**src/rtl/pe_array_sequencer.sv**
```systemverilog
// rtl/pe_array_sequencer.sv - shadow-buffered control word and enable sequencer for a PE row
// Optional busy-cycle counter output is built only when PE_SEQ_BUSY_CNT_EN is defined.
module pe_array_sequencer #(
  parameter int NUM_PE = 4,
  parameter int CNT_W  = 8,
  localparam int PTR_W = $clog2(NUM_PE)
) (
  input  logic                clock,
  input  logic                reset,
  input  logic                cfg_valid,
  output logic                cfg_ready,
  input  logic [7:0]          cfg_data,
  input  logic                start,
  input  logic [CNT_W-1:0]    run_len,
  input  logic                abort,
  output logic [8*NUM_PE-1:0] pe_ctrl,
  output logic [NUM_PE-1:0]   pe_en,
  output logic [PTR_W-1:0]    cfg_ptr,
  output logic                busy,
  output logic                done
`ifdef PE_SEQ_BUSY_CNT_EN
  ,
  output logic [15:0]         busy_cycles
`endif
);

  typedef enum logic [1:0] {
    IDLE = 2'd0,
    RUN  = 2'd1,
    DONE = 2'd2
  } state_t;

  state_t           state;
  state_t           state_next;
  logic [CNT_W-1:0] cnt;
  logic [CNT_W-1:0] cnt_next;
  logic             cfg_wr;

  // cfg_ready is only ever high in IDLE, so the handshake alone implies IDLE.
  assign cfg_wr = cfg_valid & cfg_ready;

  always_comb begin
    state_next = state;
    cnt_next   = cnt;
    case (state)
      IDLE: begin
        if (start) begin
          cnt_next   = run_len;
          state_next = (run_len == '0) ? DONE : RUN;
        end
      end
      RUN: begin
        if (abort) begin
          cnt_next   = '0;
          state_next = IDLE;
        end else begin
          cnt_next = cnt - CNT_W'(1);
          if (cnt == CNT_W'(1)) begin
            state_next = DONE;
          end
        end
      end
      DONE: begin
        state_next = IDLE;
      end
      default: begin
        state_next = IDLE;
      end
    endcase
  end

  // Outputs are decoded from the next state so every one of them is a flop.
  always_ff @(posedge clock) begin
    if (!reset) begin
      state     <= IDLE;
      cnt       <= '0;
      cfg_ready <= 1'b0;
      pe_en     <= '0;
      busy      <= 1'b0;
      done      <= 1'b0;
      cfg_ptr   <= '0;
      pe_ctrl   <= '0;
    end else begin
      state     <= state_next;
      cnt       <= cnt_next;
      cfg_ready <= (state_next == IDLE);
      pe_en     <= {NUM_PE{state_next == RUN}};
      busy      <= (state_next == RUN);
      done      <= (state_next == DONE);
      if (cfg_wr) begin
        for (int i = 0; i < NUM_PE; i++) begin
          if (cfg_ptr == PTR_W'(i)) begin
            pe_ctrl[8*i +: 8] <= cfg_data;
          end
        end
        if (cfg_ptr == PTR_W'(NUM_PE - 1)) begin
          cfg_ptr <= '0;
        end else begin
          cfg_ptr <= cfg_ptr + PTR_W'(1);
        end
      end
    end
  end

`ifdef PE_SEQ_BUSY_CNT_EN
  always_ff @(posedge clock) begin
    if (!reset) begin
      busy_cycles <= '0;
    end else if (busy && (busy_cycles != 16'hFFFF)) begin
      busy_cycles <= busy_cycles + 16'd1;
    end
  end
`endif

endmodule

```
**config.mk**
```make
export PLATFORM = sky130hd
export DESIGN_NAME = pe_array_sequencer
export DESIGN_NICKNAME = d
export VERILOG_FILES = /design/src/rtl/pe_array_sequencer.sv
export SDC_FILE = /design/constraint.sdc
export NUM_CORES = 1
export LEC_CHECK = 0
export BUFFER_PORTS_ARGS = -buffer_cell sky130_fd_sc_hd__buf_4
export CORE_MARGIN = 3
export CORE_UTILIZATION = 45
export CTS_CLUSTER_DIAMETER = 150
export DETAILED_ROUTE_END_ITERATION = 8
export GPL_TIMING_DRIVEN = 1
export PLACE_DENSITY = 0.71
export SETUP_SLACK_MARGIN = 0.02
export SYNTH_ARGS = -nofsm -noshare
export SYNTH_HDL_FRONTEND = slang
export SYNTH_SLANG_ARGS = --single-unit
```
**constraint.sdc**
```tcl
create_clock -name clock -period 3.3 [get_ports clock]
set_clock_uncertainty 0.05 [all_clocks]
set_input_delay 0.495 -clock clock [delete_from_list [all_inputs] [get_ports clock]]
set_output_delay 0.495 -clock clock [all_outputs]
set_load 0.02 [all_outputs]
```
# [Word-level counts from Yosys, hierarchy flattened]
# Cells that the tools add are included.
# W data, S select, Z words.
[totals] reg_bits=48 latchBits=0 ramBits=0 rom_bits=0 out_inout_bits=41 wordCells=41 mem_count=0
[classes] n_addsub=2 multipliers=0 n_div=0 order_cmp=0 eq_ne=8 shift=0 n_mux=9 n_bitwise=1 reduce_logical=10
[ops] operator="$mux W8" count=2
[ops] operator="$pmux W8 S2" count=1
[ops] operator="$mux W2" count=5
[ops] operator="$reduce_and A2 Y1" count=5
[ops] operator="$eq A8 B1 Y1 const B" count=1
[ops] operator="$logic_not A8 Y1" count=1
[ops] operator="$sub A8 B1 Y8 const B" count=1
[ops] operator="$eq A2 B1 Y1 const B" count=3
[ops] operator="$eq A2 B2 Y1 const B" count=3
[ops] operator="$logic_not A2 Y1" count=3
[ops] operator="$pmux W2 S2" count=1
[ops] operator="$add A2 B1 Y2 const B" count=1
[ops] operator="$ne A2 B2 Y1 const B" count=1
[ops] operator="$reduce_bool A2 Y1" count=1
[ops] operator="$and A1 B1 Y1" count=1

# [Longest topological paths before layout]
# Gate-level depths: netlist of run 1.
[logic_depth] ltp_word=5 mapped_depth=6

# [Worst setup path after synthesis of run 1]
# Ideal clock, no wire load.
[synth_timing] path_kind="flip-flop to flip-flop" from="reg cnt[0]" to="reg cnt[6]" setup_time_ns=0.119 arrival_time_ns=1.405 slack_ns=1.725 stages_incl_launch_ff=7 cell_sequence="dfxtp_1 inv_1 ha_1 or3b_1 o31a_1 o21ai_0 a21oi_1"
[synth_via] elab_chain_len=3
[synth_lines] element="start, declared" line_no="35" source="logic [CNT_W-1:0] cnt;"
[synth_lines] element="start signal, assigned" line_no="85" source="cnt <= cnt_next;"
[synth_lines] element="$sub A8 B1 Y8" line_no="57" source="cnt_next = cnt - CNT_W'(1);"
[synth_lines] element="$mux W8" line_no="53" source="if (abort) begin"
[synth_lines] element="$pmux W8 S2" line_no="45" source="case (state)"
# No other way between the ends.
# A chain may end at the register's enable or synchronous reset.

# [Worst setup path after layout of run 1]
# Ends and elaborated chain as after synthesis.

==> results of run 1 <==
where the power goes:
part           internal [mW]  leakage [nW]  switching (mW)  total [mW]
sequential             0.590         0.382          0.0230       0.613
combinational         0.0905         0.649           0.113       0.204
clock                  0.149        0.0422           0.182       0.331
total                  0.830          1.07           0.319        1.15
cell usage in the layout (no fill, tap or decap), types with 5 or more instances in the layout:
master,n
inv_1,8
buf_4,63
dfxtp_1,47
clkbuf_8,5
nand2_1,49
nor2_1,5
ha_1,6
a21boi_0,34
a21oi_1,11
nand3_1,33
tightest hold or removal path, cell delays in order (launching register included):
cell,delay (ps)
dfxtp_1,320
nand2_1,40
a21boi_0,60
cell families after synthesis:
| family | synth area share, % |
|---|---|
| AO/OA/AOI/OAI | 19.76 |
| XOR/XNOR | 0.4106 |
| adder cells (fa/ha/maj) | 3.519 |
| buffers and inverters | 7.038 |
| flip-flops | 44.11 |
| multiplexers | 0.4692 |
| AND/OR/NAND/NOR | 24.69 |
per-layer routing:
metal	vias up	GRT usage [%]	wire, um
met4	0	8.103	86
li1	968	-	-
met5	-	0	0
met2	56	28.34	2307
met3	8	3.471	263
met1	865	25.93	2361
registers in the layout, summed over array words and instances, names as in the netlist:
signal     cells
pe_ctrl       32
done           1
cfg_ready      1
busy           1
cnt            8
state          2
cfg_ptr        2
area by class of cell:
| class | count | area share, % |
|---|---|---|
| sequential | 47 | 35.74 |
| clock inverter | 1 | 0.1901 |
| timing repair buffer | 63 | 17.97 |
| multi-input combinational | 178 | 39.59 |
| tap | 52 | 2.471 |
| inverter | 8 | 1.141 |
| clock buffer | 7 | 2.899 |
through the flow:
stage | utilization (%) | power [mW] | instances | hold slack (ps) | setup WS, ps
global placement | 57.02 | 0.8280 | 348 | 404.3 | 1507
detailed placement | 57.02 | 0.8297 | 348 | 406.5 | 1462
floorplan | - | 0.7649 | 252 | 419.3 | 1725
global route | 58.84 | 1.207 | 356 | 432.9 | 1404
CTS | 58.84 | 1.157 | 356 | 418.3 | 1544
finish | 58.84 | 1.148 | 356 | 413.8 | 1492
worst paths after layout:
path | from | end | cells past startpoint
worst min-delay path | pe_ctrl[23]$_SDFFE_PN0P_ | pe_ctrl[23]$_SDFFE_PN0P_ | 2
worst max register to register | cnt[0]$_SDFFE_PN0P_ | cnt[6]$_SDFFE_PN0P_ | 6
worst max-delay path | cnt[0]$_SDFFE_PN0P_ | cnt[6]$_SDFFE_PN0P_ | 6
worst min register to register | pe_ctrl[23]$_SDFFE_PN0P_ | pe_ctrl[23]$_SDFFE_PN0P_ | 2
==> impl_results.md, run 1 <==
* Status: completed
* Clock transition at path regs at 90 ps
* Cell Area, Placed at 0.002551 sq mm
* Delay-heaviest family, CP: compound AO/OA/AOI/OAI gates
* Iteration-0 DRC Markers at 86
* Reg area at 940.9 sq um
* CTS tree: yes
* Number of cell rows at 24
* DRC at 0
* Post-synth top area cell: dfxtp_1
* Syn_area_per_cell at 8.465 sq um
* R2r setup slk at 1490 ps
* Buf/Inv on CP at 1
* Fin. Hold Viols at 0
* Power per cell area at about 440 mW/mm^2
* GP Congestion at 0.8746
* Post-layout minimum cycle time at 1808 ps
* Number of synthesized flops with an enable pin at 0
* Crit path capture type: flip-flop
* Max-slew headroom at 65.15%
* Synth top area cells: dfxtp_1 (44%), a21boi_0 (12%), nand2_1 (8.6%)
* Number of distinct library cells after synthesis at 37
* # diodes at 0
* CTS Buf Count at 5
* Post-route cell area at around 0.0026 sq mm
* Worst Setup Path Type: flip-flop to flip-flop
* Io pins at a little over 60
* Ratio of cells with drive above 1 in the final layout at 24.67%
* # hold bufs at CTS at 0
* Root cell of the clock tree: clkbuf_8
* Startpoint Class: flip-flop
* FFs w/ async S/R, synth at 0%
* Period Utilization, post-route at 54.78%
* Maxcap violations at 0
* Clock buffer depth at 2
* Avg WL per Cell at between 10 and 15 um
* First-pass GRT wire length at approximately 8 mm
* Multi-input logic area at 0.001042 sq mm
* Static leakage at 1.074 nW
* Arrival time at the worst endpoint at 1940 ps
* Cell area after synthesis at ~0.0021 sq mm
* Slew of the pin with the lowest slew margin at 522.2 ps
* Flop and latch count out of synthesis at 47
* Hold crit path type: flip-flop to flip-flop
* Crit-path cells: inv_1 -> ha_1 -> or3b_1 -> o31a_1 -> o21ai_0 -> a21oi_1
* Die width at 74.85 um
* Critical Path RT at 3430 ps
* Via Count at 1897
* Initial antenna violation count at 0
* Post-CTS resize count at 0
* Vias/cell at approximately 5.3
* Core Region at around 0.0045 sq mm
* Clock sink count at 47
* Post-DP HPWL at 3.709 mm
* Setup_tns at 0 ps
* Vias in the first global route at roughly 1700
* Prevailing post-synth register cell: dfxtp_1
* DRT antenna net count at 0
* Congestion Overflow GR at 0
* GRT Resource Usage Total at approximately a fifth
* Synth Net Count at 279
* RSZ-0062 raised after global routing: false
* Final slew viol count at 0
* IO buf count at 61
* Final Setup Violations at 0
* Die Span Y at approximately 75 um
* Starting Density at 47.68%
* Die ar. at 0.005603 sq mm
* # nets final at between 300 and 400
* Drt total wl at between 5 and 6 mm
* Largest net degree at the start of global routing at 50
* 1st-pass router iterations at 4
* Crit Path Max Fanout at 5
* Setup Buffers After CTS at 0
* Count leader, synth: nand2_1
* Syn-to-layout area delta at 23.40%
* Worst-skew pair later-pin latency at 290 ps
* Post-synthesis instance total at 252
* Register area share after synthesis at 44.11%
* H-tree Lvls at 2
* Yosys top cell area share at approximately 44%
* Slowest stage cell, crit path: or3b_1
* Crit path largest cell delay at 410 ps
* Peak supply drop at 298.6 uV
* Synth top cells by count: nand2_1 (49), dfxtp_1 (47), a21boi_0 (34)
* F_max at 553.1 MHz
* Synth warn at 0
* FILL cells at 442
(Power assumes the default switching activity.)
==> inputs of run 2 (changes only) <==
--- a/config.mk
+++ b/config.mk
@@ -11,7 +11,7 @@
 export CTS_CLUSTER_DIAMETER = 150
 export DETAILED_ROUTE_END_ITERATION = 8
 export GPL_TIMING_DRIVEN = 1
-export PLACE_DENSITY = 0.71
+export PLACE_DENSITY = 0.74
 export SETUP_SLACK_MARGIN = 0.02
 export SYNTH_ARGS = -nofsm -noshare
 export SYNTH_HDL_FRONTEND = slang
==> constraint.sdc (replaced) <==
create_clock -name clock -period 1.57 [get_ports clock]
set_clock_uncertainty 0.05 [all_clocks]
set_input_delay 0.2355 -clock clock [delete_from_list [all_inputs] [get_ports clock]]
set_output_delay 0.2355 -clock clock [all_outputs]
set_load 0.02 [all_outputs]
==> impl_results.md, run 2 (synthesis gave the netlist of run 1 again) <==
* Hold crit path type: input pin to flip-flop (was flip-flop to flip-flop)
* Max FFs per register at 32 (unchanged)
* Vias in the first global route at 1796 (was 1689)
* FILL cells at 404 (was 442)
* Arrival time at the worst endpoint at 1670 ps (was 1940 ps)
* Static leakage at 1.168 nW (was 1.074 nW)
* Worst Setup Path Type: flip-flop to flip-flop (unchanged)
* Regs by FF count: pe_ctrl (32), cnt (8) (unchanged)
* Ratio of cells with drive above 1 in the final layout at 31.66% (was 24.67%)
* Sequential share of power at 49.9% (was 53.4%)
* Clock sink count at 47 (unchanged)
* 1st-pass router iterations at 4 (unchanged)
* GP Congestion at 0.9186 (was 0.8746)
* DP Worst Slack at 16.49 ps (was 1462 ps)
* Largest Register: pe_ctrl (unchanged)
* Post-layout minimum cycle time at 1542 ps (was 1808 ps)
* Number of cell rows at 24 (unchanged)
* Clock buffer depth at 2 (unchanged)
* Layout Utilization at 62.84% (was 58.84%)
* Power per cell area at 921.6 mW/mm^2 (was 436.3 mW/mm^2)
* Worst-skew pair later-pin latency at 290 ps (about the same)
* DRC at 0 (unchanged)
* GRT Resource Usage Total at 19.29% (was 18.68%)
* Pint at 1.893 mW (was 829.8 uW)
* Root cell of the clock tree: clkbuf_8 (unchanged)
* CTS tree: yes (unchanged)
* Die ar. at 0.005603 sq mm (unchanged)
* NetSw at 697.7 uW (was 318.6 uW)
* DRT antenna net count at 0 (unchanged)
* Startpoint Class: flip-flop (unchanged)
* Crit Path Max Fanout at 3 (was 5)
* Crit path capture type: flip-flop (unchanged)
* First-pass GRT wire length at 8.383 mm (was 7.969 mm)
* Vias/cell at 5.345 (was 5.329)
* Setup WS post-layout at 28.25 ps (was 1492 ps)
* Die width at 74.85 um (unchanged)
* Power share of the combinational group at 20.0% (was 17.7%)
* Avg WL per Cell at 14.06 um (was 14.10 um)
* Commonest non-fill, non-tap cell in the layout: buf_4 (unchanged)
* Core Region at 0.004474 sq mm (unchanged)
* Sw Share at 26.93% (was 27.74%)
* Iteration-0 DRC Markers at 183 (was 86)
* Die Span Y at 74.85 um (unchanged)
* Congestion Overflow GR at 0 (unchanged)
* Min Hold Slack at 189.9 ps (was 413.8 ps)
* Most frequent cells in the layout: buf_4 (78), nand2_1 (48), dfxtp_1 (46), a21boi_0 (34), nand3_1 (33) (was buf_4 (63), nand2_1 (49), dfxtp_1 (47), a21boi_0 (34), nand3_1 (33))
* F_max at 648.6 MHz (was 553.1 MHz)
* Final Total Pwr at 2.591 mW (was 1.148 mW)
* Maxcap violations at 0 (unchanged)
* Number of cells after detailed placement at 361 (was 348)
* Power share of the clock group at 30.2% (was 28.9%)
* H-tree Lvls at 2 (unchanged)
* Critical Path RT at 1700 ps (was 3430 ps)
* Final Setup Violations at 0 (unchanged)
* Peak supply drop at 551.4 uV (was 298.6 uV)
* # nets final at 345 (was 330)
* Syn-to-layout area delta at 31.79% (was 23.40%)
* Drt total wl at 5.218 mm (was 5.018 mm)
* Initial antenna violation count at 0 (unchanged)
* Slew of the pin with the lowest slew margin at 399.3 ps (was 522.2 ps)
* Final slew viol count at 0 (unchanged)
* Period Utilization, post-route at 98.20% (was 54.78%)
* IO buf count at 61 (unchanged)
* CTS Buf Count at 5 (unchanged)
* Status: completed (unchanged)
* # hold bufs at CTS at 0 (unchanged)
* # diodes at 0 (unchanged)
* RSZ-0062 raised after global routing: true (was false)
* Clock transition at path regs at 80 ps (was 90 ps)
* Via Count at 1983 (was 1897)
* Post-Layout Cell Count at 371 (was 356)
* Starting Density at 47.68% (unchanged)
* Io pins at 62 (unchanged)
* Largest net degree at the start of global routing at 50 (unchanged)
* Max-slew headroom at 73.38% (was 65.15%)
* Fin. Hold Viols at 0 (unchanged)
* Post-DP HPWL at 3.819 mm (was 3.709 mm)
[run 2: stage by stage]
stage	setup TNS, ps	instance area (sq um)
floorplan	0	2138
global placement	0	2654
detailed placement	0	2654
CTS	0	2760
global route	-15.85	2811
finish	0	2811
[run 2: critical path: stages, from the launching register on]
cell and delay (ps):
dfxtp_4 360, inv_4 70, ha_4 130, or3b_4 380
o31a_1 240, o21ai_1 130, a21oi_1 70
[run 2: layout make-up]
class	instances	area [sq um]	share of cell area, %
Clock buffer	8	100.1	3.560
Multi-Input combinational cell	178	1084	38.54
Inverter	8	32.53	1.157
Timing Repair Buffer	78	585.6	20.83
Sequential cell	47	944.7	33.60
Tap cell	52	65.06	2.314
[run 2: per-layer routing]
| layer | part of all wire (%) | GRT usage [%] | up-vias |
|---|---|---|---|
| met4 | 0.48 | 5.731 | 0 |
| met1 | 45 | 26.18 | 918 |
| met5 | 0 | 0 | - |
| li1 | - | - | 997 |
| met2 | 49 | 31.72 | 66 |
| met3 | 5.9 | 2.937 | 2 |
[run 2: repair_timing]
action | CTS | global route
gates resized for setup | 2 | 8
endpoints found under the setup margin | 3 | 19
setup buffers | 0 | 2
pin swaps | 1 | 6
[run 2: power by group through the flow]
stage	clock network (mW)	registers [mW]	logic [mW]
after floorplan	0	1.33	0.282
after detailed placement	0	1.31	0.484
after CTS	0.803	1.29	0.488
after global routing	0.856	1.30	0.566
after global placement	0	1.31	0.481
final	0.781	1.29	0.518
[run 2: path summary, 6_finish.rpt]
| path | to | depth (start not counted) | slack (ps) | from |
|---|---|---|---|---|
| worst max-delay path | cnt[6]$_SDFFE_PN0P_ | 6 | 30 | cnt[0]$_SDFFE_PN0P_ |
| worst min-delay path | cnt[0]$_SDFFE_PN0P_ | 3 | 190 | run_len[0] |
| worst max register to register | cnt[6]$_SDFFE_PN0P_ | 6 | 30 | cnt[0]$_SDFFE_PN0P_ |
| worst min register to register | pe_ctrl[25]$_SDFFE_PN0P_ | 2 | 420 | pe_ctrl[25]$_SDFFE_PN0P_ |
